<file path="src/rtl/master_cmd_queue.sv">
// master_cmd_queue: buffers bus commands and sequences them one at a
// time onto master_port, returning read beats and flagging timeouts.
module master_cmd_queue #(
  parameter int ADDR_WIDTH      = 12,
  parameter int DATA_WIDTH      = 8,
  parameter int BURST_WIDTH     = 4,
  parameter int SLAVE_SEL_WIDTH = 2,
  parameter int DEPTH           = 4,
  parameter int TIMEOUT         = 1023
) (
  input  logic                       clk,
  input  logic                       reset,
  input  logic                       cmd_valid,
  output logic                       cmd_ready,
  input  logic                       cmd_write,
  input  logic [SLAVE_SEL_WIDTH-1:0] cmd_slave,
  input  logic [ADDR_WIDTH-1:0]      cmd_address,
  input  logic [DATA_WIDTH-1:0]      cmd_data,
  input  logic [BURST_WIDTH-1:0]     cmd_burst,
  output logic                       instruction,
  output logic [SLAVE_SEL_WIDTH-1:0] slave_select,
  output logic [ADDR_WIDTH-1:0]      address,
  output logic [DATA_WIDTH-1:0]      data,
  output logic [BURST_WIDTH-1:0]     burst_num,
  output logic                       approval_grant,
  input  logic                       tx_done,
  input  logic                       new_rx,
  input  logic [DATA_WIDTH-1:0]      rx_data,
  output logic                       rsp_valid,
  output logic [DATA_WIDTH-1:0]      rsp_data,
  output logic                       rsp_last,
  output logic                       timeout_err,
  output logic                       idle,
  output logic [$clog2(DEPTH):0]     count
);

  localparam int PW = $clog2(DEPTH);
  localparam int CW = PW + 1;
  localparam int WW = $clog2(TIMEOUT + 1);

  typedef struct packed {
    logic                       write;
    logic [SLAVE_SEL_WIDTH-1:0] slave;
    logic [ADDR_WIDTH-1:0]      addr;
    logic [DATA_WIDTH-1:0]      data;
    logic [BURST_WIDTH-1:0]     burst;
  } cmd_t;

  typedef enum logic [1:0] {
    IDLE,
    REQ,
    RD,
    DONE
  } state_t;

  cmd_t                   mem [DEPTH];
  cmd_t                   head;
  cmd_t                   in_cmd;
  logic [PW-1:0]          wr_ptr;
  logic [PW-1:0]          rd_ptr;
  logic [CW-1:0]          occ;
  state_t                 state;
  logic [WW-1:0]          wd;
  logic [BURST_WIDTH-1:0] beats;
  logic [BURST_WIDTH-1:0] first_beats;
  logic                   busy;
  logic                   wd_hit;
  logic                   full;
  logic                   push;
  logic                   pop;

  assign in_cmd = {cmd_write, cmd_slave, cmd_address,
                   cmd_data, cmd_burst};
  assign head   = mem[rd_ptr];
  assign full   = occ == CW'(DEPTH);
  assign busy   = (state == REQ) || (state == RD);
  assign wd_hit = busy && (wd == WW'(TIMEOUT - 1));
  // The head leaves the queue after its release cycle or on abort.
  assign pop    = (state == DONE) || wd_hit;
  // A pop frees a slot in the same cycle, so a full queue can still accept.
  assign cmd_ready = !full || pop;
  assign push   = cmd_valid && cmd_ready;
  assign count  = occ;
  assign idle   = (occ == '0) && (state == IDLE);

  assign first_beats = (burst_num == '0) ? BURST_WIDTH'(1) : burst_num;

  // Command storage; written on every accepted push.
  always_ff @(posedge clk) begin
    if (!reset && push) begin
      mem[wr_ptr] <= in_cmd;
    end
  end

  // Queue pointers and occupancy; pointers wrap naturally at DEPTH.
  always_ff @(posedge clk) begin
    if (reset) begin
      wr_ptr <= '0;
      rd_ptr <= '0;
      occ    <= '0;
    end else begin
      if (push) begin
        wr_ptr <= wr_ptr + 1'b1;
      end
      if (pop) begin
        rd_ptr <= rd_ptr + 1'b1;
      end
      case ({push, pop})
        2'b10:   occ <= occ + 1'b1;
        2'b01:   occ <= occ - 1'b1;
        default: occ <= occ;
      endcase
    end
  end

  // Transaction sequencer with watchdog and registered outputs.
  always_ff @(posedge clk) begin
    if (reset) begin
      state          <= IDLE;
      approval_grant <= 1'b0;
      instruction    <= 1'b0;
      slave_select   <= '0;
      address        <= '0;
      data           <= '0;
      burst_num      <= '0;
      wd             <= '0;
      beats          <= '0;
      rsp_valid      <= 1'b0;
      rsp_data       <= '0;
      rsp_last       <= 1'b0;
      timeout_err    <= 1'b0;
    end else begin
      rsp_valid   <= 1'b0;
      rsp_last    <= 1'b0;
      timeout_err <= 1'b0;
      unique case (state)
        IDLE: begin
          if (occ != '0) begin
            {instruction, slave_select, address,
             data, burst_num} <= head;
            approval_grant    <= 1'b1;
            wd                <= '0;
            state             <= REQ;
          end
        end
        REQ: begin
          if (wd_hit) begin
            timeout_err    <= 1'b1;
            approval_grant <= 1'b0;
            state          <= IDLE;
          end else begin
            wd <= wd + 1'b1;
            if (tx_done) begin
              if (instruction) begin
                approval_grant <= 1'b0;
                state          <= DONE;
              end else if (new_rx) begin
                rsp_valid <= 1'b1;
                rsp_data  <= rx_data;
                if (first_beats == BURST_WIDTH'(1)) begin
                  rsp_last       <= 1'b1;
                  approval_grant <= 1'b0;
                  state          <= DONE;
                end else begin
                  beats <= first_beats - 1'b1;
                  state <= RD;
                end
              end else begin
                beats <= first_beats;
                state <= RD;
              end
            end
          end
        end
        RD: begin
          if (wd_hit) begin
            timeout_err    <= 1'b1;
            approval_grant <= 1'b0;
            state          <= IDLE;
          end else begin
            wd <= wd + 1'b1;
            if (new_rx) begin
              rsp_valid <= 1'b1;
              rsp_data  <= rx_data;
              beats     <= beats - 1'b1;
              if (beats == BURST_WIDTH'(1)) begin
                rsp_last       <= 1'b1;
                approval_grant <= 1'b0;
                state          <= DONE;
              end
            end
          end
        end
        DONE: begin
          state <= IDLE;
        end
        default: begin
          state <= IDLE;
        end
      endcase
    end
  end

endmodule

</file>
<file path="config.mk">
export PLATFORM = sky130hd
export DESIGN_NAME = master_cmd_queue
export DESIGN_NICKNAME = d
export VERILOG_FILES = /design/src/rtl/master_cmd_queue.sv
export SDC_FILE = /design/constraint.sdc
export NUM_CORES = 1
export LEC_CHECK = 0
export ABC_AREA = 1
export CORE_AREA = 2 2 142 144
export DETAILED_ROUTE_END_ITERATION = 10
export DIE_AREA = 0 0 144 146
export PLACE_DENSITY = 0.57
export SLEW_MARGIN = 5
export SYNTH_ARGS = -nofsm -noshare
export SYNTH_HDL_FRONTEND = slang
export SYNTH_SLANG_ARGS = --single-unit
export TNS_END_PERCENT = 50
</file>
<file path="constraint.sdc">
create_clock -name clk -period 4.09 [get_ports clk]
set_clock_uncertainty 0.1 [all_clocks]
set_input_delay 0.6135 -clock clk [delete_from_list [all_inputs] [get_ports clk]]
set_output_delay 0.6135 -clock clk [all_outputs]
set_load 0.05 [all_outputs]
</file>
==> reports/results.ini, run 1 <==
[timing]
final_critical_path_setup_slack_ns = 0.459
hold_slack_ns = 0.363
fmax_mhz = 275
timing_hold_violations_final = 0
report.final.setup_viol = 0
slew_headroom = 0.349
tightest_slew_ns = 0.971
rsz0062_at_grt = false
fin_crit_share = 0.888
slew_violations = 0
fin_tns_setup_ns = 0
finalCriticalPeriod_ns = 3.63

[global_route]
wire_length_of_the_first_global_routing_pass_um = 25500
grt_start_max_net_pins = 56
grt_pass1_vias = 5054
grt_overflow = 0
grt.total_usage = 0.156
antenna_found_initial = 1

[logic_synthesis]
largest_family_of_logic_cells_by_synthesized_area = simple AND/OR/NAND/NOR gates
syn_area_per_cell_sq_um = 10.2
synth_top_cell_by_area = sky130_fd_sc_hd__edfxtp_1
yosysSeqAreaShare = 0.634
post-synth-top-area-fraction = 0.459
compound_cell_area_share_of_the_yosys_netlist = 0.121
synth_enable_flop_cells = 108
synth.yosys.warnings = 0
postSynth.asyncResetShare = 0
synth-adder-area-share = 0.0294
number_of_synthesized_register_bits = 170
post_synth_mux_area_share = 0
synth_top_flop_cell = sky130_fd_sc_hd__edfxtp_1
syn_area_sq_um = 7070
postSynthCellCount = 691
synth_top_cells_by_area = sky130_fd_sc_hd__edfxtp_1 46%, sky130_fd_sc_hd__dfxtp_1 18%, sky130_fd_sc_hd__nor2_1 8.4%, sky130_fd_sc_hd__o21ai_0 6.0%, sky130_fd_sc_hd__nand2_1 3.5%
synth_fp_nets = 747
synthDistinctLibCells = 40
synth-simple-area-share = 0.165
xor_xnor_portion_of_the_synthesized_cell_area = 0.00372

[cts]
cts.reportedPaths.clkPinSlew_ns = 0.07
cts_tree = yes
cts.path.max_buffers = 2
cts-resized-gates = 0
tritoncts.num_buffers = 17
post_cts.repair.setup_buffers = 0
cts_hold_buffers = 0
tritoncts_num_sinks = 170
cts_max_level = 4
ctsRootBufferMaster = sky130_fd_sc_hd__clkbuf_16
clkLatencyLatePin_ns = 0.42

[setup_path]
timing.critical_path.required_ns = 3.38
critical_path.startpoint_type = register
timing.setup.critical_path_class = reg -> out
largest_fanout_of_any_net_on_the_critical_path = 13
timing.critical_path.arrival_ns = 2.92
cp-end-kind = primary output

[layout]
stdcell_area_sq_um = 8730
drive_gt1_frac = 0.0882
fin_util = 0.452
finish.net_count = 825
area_growth_syn_to_layout_pct = 23.5
final.fill_count = 1760
instances_no_fill = 1048

[run]
maxCapViolCount = 0

[drt]
avgViaCountPerCell = 4.96
vias = 5196
count_of_antenna_violating_nets_left_after_detailed_routing = 0
wire_per_inst_um = 15.2
detail_route.iter0.violations = 274
post-route-drc-count = 0
detail_route.wirelength_um = 15900
drt_pass1_iterations = 4

[floorplan]
initial_core_util = 0.366
chipHeight_um = 146
die_w_um = 144
ioPinCount = 84
core_area_sq_um = 19300
placementRows = 51
die_area_sq_um = 21000

[place]
detailedPlace.worstSlack_ns = 0.882
dp_hpwl_um = 9670
input_output_buffers = 83
cell_area_after_placement_sq_um = 8150
gp_congestion = 0.783
dp_cells = 1015

[power]
ir_worst_vdd_mv = 0.319
power_dens_cells_nw_per_um2 = 656
power.total_mw = 5.73
leakage_power_summed_over_all_cells_nw = 3.12

[run_status]
status = finished clean

[hold_path]
holdCritPathClass = reg -> reg

-- flip-flops by register name, summed over array words and instances, names as in the netlist, 2 cells and up --
| register | flops |
|---|---|
| burst_num | 4 |
| count | 3 |
| beats | 4 |
| wr_ptr | 2 |
| slave_select | 2 |
| data | 8 |
| wd | 10 |
| rsp_data | 8 |
| state | 2 |
| rd_ptr | 2 |
| address | 12 |
| mem | 108 |
-- synth_stat cells (3+ instances only) --
cell,count
sky130_fd_sc_hd__nand4_1,14
sky130_fd_sc_hd__nand3_1,13
sky130_fd_sc_hd__edfxtp_1,108
sky130_fd_sc_hd__ha_1,15
sky130_fd_sc_hd__nand2_1,66
sky130_fd_sc_hd__o21ai_2,3
sky130_fd_sc_hd__buf_2,14
sky130_fd_sc_hd__nor2_1,158
sky130_fd_sc_hd__nand3_4,3
sky130_fd_sc_hd__o21ai_1,11
sky130_fd_sc_hd__inv_1,36
sky130_fd_sc_hd__a21oi_1,24
sky130_fd_sc_hd__a31oi_1,28
sky130_fd_sc_hd__o21ai_0,85
sky130_fd_sc_hd__clkbuf_1,12
sky130_fd_sc_hd__buf_1,3
sky130_fd_sc_hd__inv_2,5
sky130_fd_sc_hd__dfxtp_1,62
-- cell type report --
class,instances,area (sq um),share of cell area
clock buffer,18,429,0.0491
inverter,43,164,0.0188
multi-input combinational,445,2270,0.260
sequential,170,4490,0.514
antenna,1,2.50,0.000287
timing repair buffer,92,898,0.103
clock inverter,14,146,0.0168
tap,265,332,0.0380
-- report_power, final --
part / switching, mW / internal [mW] / total (mW)
Sequential: 0.144 / 2.05 / 2.19
Combinational: 1.37 / 0.609 / 1.97
Clock: 0.662 / 0.903 / 1.56
-- layout by cell type (no fill, tap or decap), drive strengths merged --
cell and count:
clkinv 9, xor2 2, dfxtp 62, clkinvlp 1, nand3 18, a31oi 28
fa 1, a21o 2, o22ai 1, nand2 70, o21bai 1, ha 15
o21ai 99, nand4 15, or2 1, o21a 1, nor2 162, nor3b 1
clkdlybuf4s50 83, o211a 1, edfxtp 108, inv 45, a21oi 24, clkbuf 18
buf 9, xnor2 1, diode 1, nor4 1, bufinv 2, a31o 1
-- kinds of logic (layout without fill, tap and decap cells) --
logic type / after synthesis / count (layout)
xor gates and xnor gates: 3 / 3
other: 0 / 1
buffers and inverters: 76 / 167
AOI/OAI and AO/OA: 158 / 158
and+or+nand+nor: 268 / 268
adders and majority gates: 16 / 16
DFF: 170 / 170
-- routing by layer --
layer  routed length, um  global-route usage  share of wire
met5                   0                   0              0
met4                 359              0.0637          0.023
met3                 874              0.0382          0.055
met2                7900               0.264           0.50
met1                6800               0.189           0.43
-- path summary, 6_finish.rpt --
kind | depth (start not counted) | endpoint | startpoint | slack [ns]
hold / removal | 2 | rsp_data[7] | rsp_data[7] | 0.36
setup reg to reg | 12 | mem[1][16] | state[1] | 1.15
setup / recovery | 10 | cmd_ready | state[1] | 0.46
hold reg to reg | 2 | rsp_data[7] | rsp_data[7] | 0.36
-- worst max-delay path, cell delays in order (launching register included) --
cell and delay [ns]:
sky130_fd_sc_hd__dfxtp_1 0.37, sky130_fd_sc_hd__inv_1 0.10, sky130_fd_sc_hd__ha_1 0.45, sky130_fd_sc_hd__nand2_1 0.09
sky130_fd_sc_hd__nor2_1 0.12, sky130_fd_sc_hd__nand3_2 0.08, sky130_fd_sc_hd__buf_4 0.19, sky130_fd_sc_hd__nand2_1 0.14
sky130_fd_sc_hd__inv_2 0.08, sky130_fd_sc_hd__nand3_4 0.08, sky130_fd_sc_hd__clkdlybuf4s50_1 0.81
Note: power is estimated with default switching activity, not from simulation.
==> run 2: changes to the inputs <==
CORE_AREA = 2 2 146 148   (was 2 2 142 144)
DIE_AREA = 0 0 148 150   (was 0 0 144 146)
PLACE_DENSITY = 0.54   (was 0.57)
==> reports/results.ini, run 2 (synthesis gave the netlist of run 1 again) <==
[setup_path]
critical_path.startpoint_type = register
timing.critical_path.arrival_ns = 2.99
largest_fanout_of_any_net_on_the_critical_path = 13
max_incr_delay_on_cp_ns = 0.81
timing.setup.critical_path_class = reg -> out
worst_path_max_delay_cell = sky130_fd_sc_hd__clkdlybuf4s50_1
timing.critical_path.required_ns = 3.38
cp-end-kind = primary output
path_cells = inv_1 > ha_1 > nand2_1 > nor2_1 > nand3_2 > buf_4 > nand2_1 > inv_2 > nand3_4 > clkdlybuf4s50_1
most_frequent_cp_cell = sky130_fd_sc_hd__nand2_1

[cts]
cts.reportedPaths.clkPinSlew_ns = 0.08
clkLatencyLatePin_ns = 0.42
post_cts.repair.setup_buffers = 0
cts_hold_buffers = 0
cts_tree = yes
cts.path.max_buffers = 2
ctsRootBufferMaster = sky130_fd_sc_hd__clkbuf_16
tritoncts_num_sinks = 170
tritoncts.num_buffers = 17
cts-resized-gates = 0
cts_max_level = 4

[hold_path]
holdCritPathClass = reg -> reg

[drt]
post-route-drc-count = 0
avgViaCountPerCell = 4.85
detail_route.wirelength_um = 16600
drt_pass1_iterations = 5
count_of_antenna_violating_nets_left_after_detailed_routing = 0
detail_route.iter0.violations = 297
vias = 5132
wire_per_inst_um = 15.7

[layout]
layout.cells.most_common_list = 154 x sky130_fd_sc_hd__nor2_1, 108 x sky130_fd_sc_hd__edfxtp_1, 85 x sky130_fd_sc_hd__o21ai_0
area_growth_syn_to_layout_pct = 24.2
antenna_cells_inserted = 0
biggestRegsByFlops = mem x108, address x12, wd x10
mostFrequentLayoutCell = sky130_fd_sc_hd__nor2_1
drive_gt1_frac = 0.0920
finish.net_count = 826
largest_register_ffs = 108
register_with_the_most_flip_flops = mem

[timing]
fin_tns_setup_ns = 0
slew_headroom = 0.346
hold_slack_ns = 0.366
finalCriticalPeriod_ns = 3.70
fmax_mhz = 270
fin_crit_share = 0.906
tightest_slew_ns = 0.975
rsz0062_at_grt = false
report.final.setup_viol = 0
timing_hold_violations_final = 0
slew_violations = 0

[power]
power.total_mw = 5.83
ir_worst_vdd_mv = 0.367
leakage_power_summed_over_all_cells_nw = 3.14
power_dens_cells_nw_per_um2 = 664

[floorplan]
die_area_sq_um = 22200
placementRows = 53
chipHeight_um = 150
core_area_sq_um = 20700
ioPinCount = 84
initial_core_util = 0.342
die_w_um = 148

[global_route]
wire_length_of_the_first_global_routing_pass_um = 26800
antenna_found_initial = 1
grt_start_max_net_pins = 56
grt_pass1_vias = 5140
grt_overflow = 0
grt.total_usage = 0.154

[place]
gp_congestion = 0.788
dp_hpwl_um = 9930
input_output_buffers = 83

[run]
maxCapViolCount = 0

[run_status]
status = finished clean

## run 2: cell types whose count changed in the layout (fill, tap and decap cells not counted), sizes merged
cell,change
clkinv,-3
inv,+4
bufinv,-1
diode,-1
buf,+1
## run 2: power breakdown
group | leakage [nW] | switching [mW] | internal, mW
registers | 1.49 | 0.151 | 2.05
logic | 1.35 | 1.37 | 0.611
clock network | 0.299 | 0.752 | 0.896
total | 3.14 | 2.28 | 3.55
## run 2: path summary, 6_finish.rpt
check,startpoint,end,slack (ns),cells past startpoint
setup / recovery,state[0],cmd_ready,0.39,10
hold / removal,rsp_data[6],rsp_data[6],0.37,2
setup reg to reg,state[0],mem[3][18],1.12,12
hold reg to reg,rsp_data[6],rsp_data[6],0.37,2
## run 2: layout make-up
class                           count  area (sq um)
Sequential cell                   170          4490
Inverter                           43           164
Tap cell                          275           344
Multi-Input combinational cell    445          2270
Fill cell                        1987         11900
Clock buffer                       18           439
Clock inverter                     14           174
Timing Repair Buffer               93           906
## run 2: critical path, delay by kind of cell, from the launching register on
| kind | cells | cell delay (ns) |
|---|---|---|
| flip-flops | 1 | 0.38 |
| adder cells (fa/ha/maj) | 1 | 0.47 |
| AND/OR/NAND/NOR | 5 | 0.53 |
| buffers and inverters | 4 | 1.19 |
## run 2: layer usage
layer | part of all wire | wire length [um] | vias up | track usage
met5 | 0.00078 | 13 | - | 0
met4 | 0.0090 | 150 | 2 | 0.0410
met3 | 0.044 | 722 | 10 | 0.0387
met2 | 0.51 | 8420 | 121 | 0.271
met1 | 0.44 | 7280 | 2448 | 0.189
li1 | - | - | 2551 | -
## run 2: through the flow
step                instances   util  worst slack [ns]  area, sq um
floorplan                 691      -             0.815         7070
global placement         1026  0.395             0.921         8170
detailed placement       1026  0.395             0.876         8170
CTS                      1058  0.424             0.377         8780
global route             1058  0.424             0.239         8780
finish                   1058  0.424             0.386         8780
==> run 3: changes to the inputs <==
CORE_AREA = 2 2 157 159   (was 2 2 146 148)
DIE_AREA = 0 0 159 161   (was 0 0 148 150)
PLACE_DENSITY = 0.49   (was 0.54)
==> reports/results.ini, run 3 (synthesis gave the netlist of run 1 again) <==
[run_status]
status = finished clean

[cts]
clkLatencyLatePin_ns = 0.42
cts.reportedPaths.clkPinSlew_ns = 0.07
post_cts.repair.setup_buffers = 0
tritoncts_num_sinks = 170
ctsRootBufferMaster = sky130_fd_sc_hd__clkbuf_16
cts-resized-gates = 0
cts_max_level = 4
tritoncts.num_buffers = 17
cts_hold_buffers = 0
cts_tree = yes
cts.path.max_buffers = 2

[setup_path]
rrSetupSlack_ns = 1.08
worstReg2RegEnd = mem[1][0]
critical_path.startpoint_type = register
r2r_cells = 12
timing.critical_path.arrival_ns = 2.89
r2r_start = state[0]
timing.critical_path.required_ns = 3.38
largest_fanout_of_any_net_on_the_critical_path = 13
cp-end-kind = primary output
timing.setup.critical_path_class = reg -> out

[timing]
report.final.setup_viol = 0
tightest_slew_ns = 0.911
fin_crit_share = 0.880
fin_tns_setup_ns = 0
rsz0062_at_grt = false
finalCriticalPeriod_ns = 3.60
slew_violations = 0
final_critical_path_setup_slack_ns = 0.489
timing_hold_violations_final = 0
fmax_mhz = 278
slew_headroom = 0.392

[layout]
finish.net_count = 826
layout.cells.most_common_list = 154 x sky130_fd_sc_hd__nor2_1, 108 x sky130_fd_sc_hd__edfxtp_1, 85 x sky130_fd_sc_hd__o21ai_0
biggestRegsByFlops = mem x108, address x12, wd x10
mostFrequentLayoutCell = sky130_fd_sc_hd__nor2_1
antenna_cells_inserted = 0
register_with_the_most_flip_flops = mem
largest_register_ffs = 108
area_growth_syn_to_layout_pct = 25.0
drive_gt1_frac = 0.0882

[run]
maxCapViolCount = 0

[hold_path]
hold_path_startpoint = rsp_data[4]
holdPathStages = 2
holdCritPathClass = reg -> reg
holdPathEnd = rsp_data[4]

[drt]
count_of_antenna_violating_nets_left_after_detailed_routing = 0
detail_route.iter0.violations = 304
vias = 4976
post-route-drc-count = 0
wire_per_inst_um = 14.8
drt_pass1_iterations = 4
avgViaCountPerCell = 4.50
detail_route.wirelength_um = 16300

[power]
leakage_power_summed_over_all_cells_nw = 3.12
power_dens_cells_nw_per_um2 = 656
ir_worst_vdd_mv = 0.317

[place]
input_output_buffers = 83
gp_congestion = 0.756
dp_hpwl_um = 9720
detailedPlace.worstSlack_ns = 0.928

[floorplan]
chipHeight_um = 161
placementRows = 57
core_area_sq_um = 24000
die_w_um = 159
die_area_sq_um = 25600
initial_core_util = 0.295
ioPinCount = 84

[global_route]
grt.total_usage = 0.129
grt_pass1_vias = 4862
grt_start_max_net_pins = 56
grt_overflow = 0
wire_length_of_the_first_global_routing_pass_um = 25900
antenna_found_initial = 0

-- run 3: worst max path at each step --
stage	end	cells past startpoint	slack (ns)	startpoint
floorplan	mem[0][0]	11	0.81	state[0]
global placement	cmd_ready	10	0.92	state[0]
detailed placement	cmd_ready	10	0.93	state[1]
CTS	cmd_ready	10	0.46	state[0]
global route	cmd_ready	10	0.29	state[0]
finish	cmd_ready	10	0.49	state[0]
-- run 3: metrics by stage --
step | cells | power, mW | instance area, sq um | hold slack [ns] | util
6_report | 1106 | 5.80 | 8840 | 0.362 | 0.369
3_5_place_dp | 1075 | 4.22 | 8250 | 0.358 | 0.344
4_1_cts | 1106 | 5.87 | 8840 | 0.367 | 0.369
5_1_grt | 1106 | 6.13 | 8840 | 0.388 | 0.369
3_3_place_gp | 1075 | 4.22 | 8250 | 0.351 | 0.344
2_1_floorplan | 691 | 3.63 | 7070 | 0.353 | -
-- run 3: layout make-up --
type	count	area, sq um
Clock buffer	19	433
Clock inverter	12	155
Fill cell	2432	15100
Inverter	43	164
Multi-Input combinational cell	445	2290
Sequential cell	170	4490
Tap cell	324	405
Timing Repair Buffer	93	906
-- run 3: power breakdown --
group / leakage [nW] / switching, mW / total [mW] / internal, mW
Sequential: 1.49 / 0.141 / 2.19 / 2.05
Clock: 0.282 / 0.704 / 1.62 / 0.920
Combinational: 1.35 / 1.37 / 1.98 / 0.610
-- run 3: layer usage --
layer  GRT usage  wire (um)  part of all wire  vias up
met5           0          0                 0        -
met4      0.0310        106            0.0065        0
met3      0.0347        850             0.052        6
met2       0.221       7810              0.48      108
met1       0.165       7560              0.46     2324
li1            -          -                 -     2538
-- run 3: worst max-delay path: stages (launching register included) --
cell	delay (ns)
sky130_fd_sc_hd__dfxtp_1	0.36
sky130_fd_sc_hd__inv_1	0.10
sky130_fd_sc_hd__ha_1	0.45
sky130_fd_sc_hd__nand2_1	0.08
sky130_fd_sc_hd__nor2_1	0.12
sky130_fd_sc_hd__nand3_2	0.08
sky130_fd_sc_hd__buf_4	0.20
sky130_fd_sc_hd__nand2_1	0.12
sky130_fd_sc_hd__inv_2	0.07
sky130_fd_sc_hd__nand3_4	0.08
sky130_fd_sc_hd__clkdlybuf4s50_1	0.81
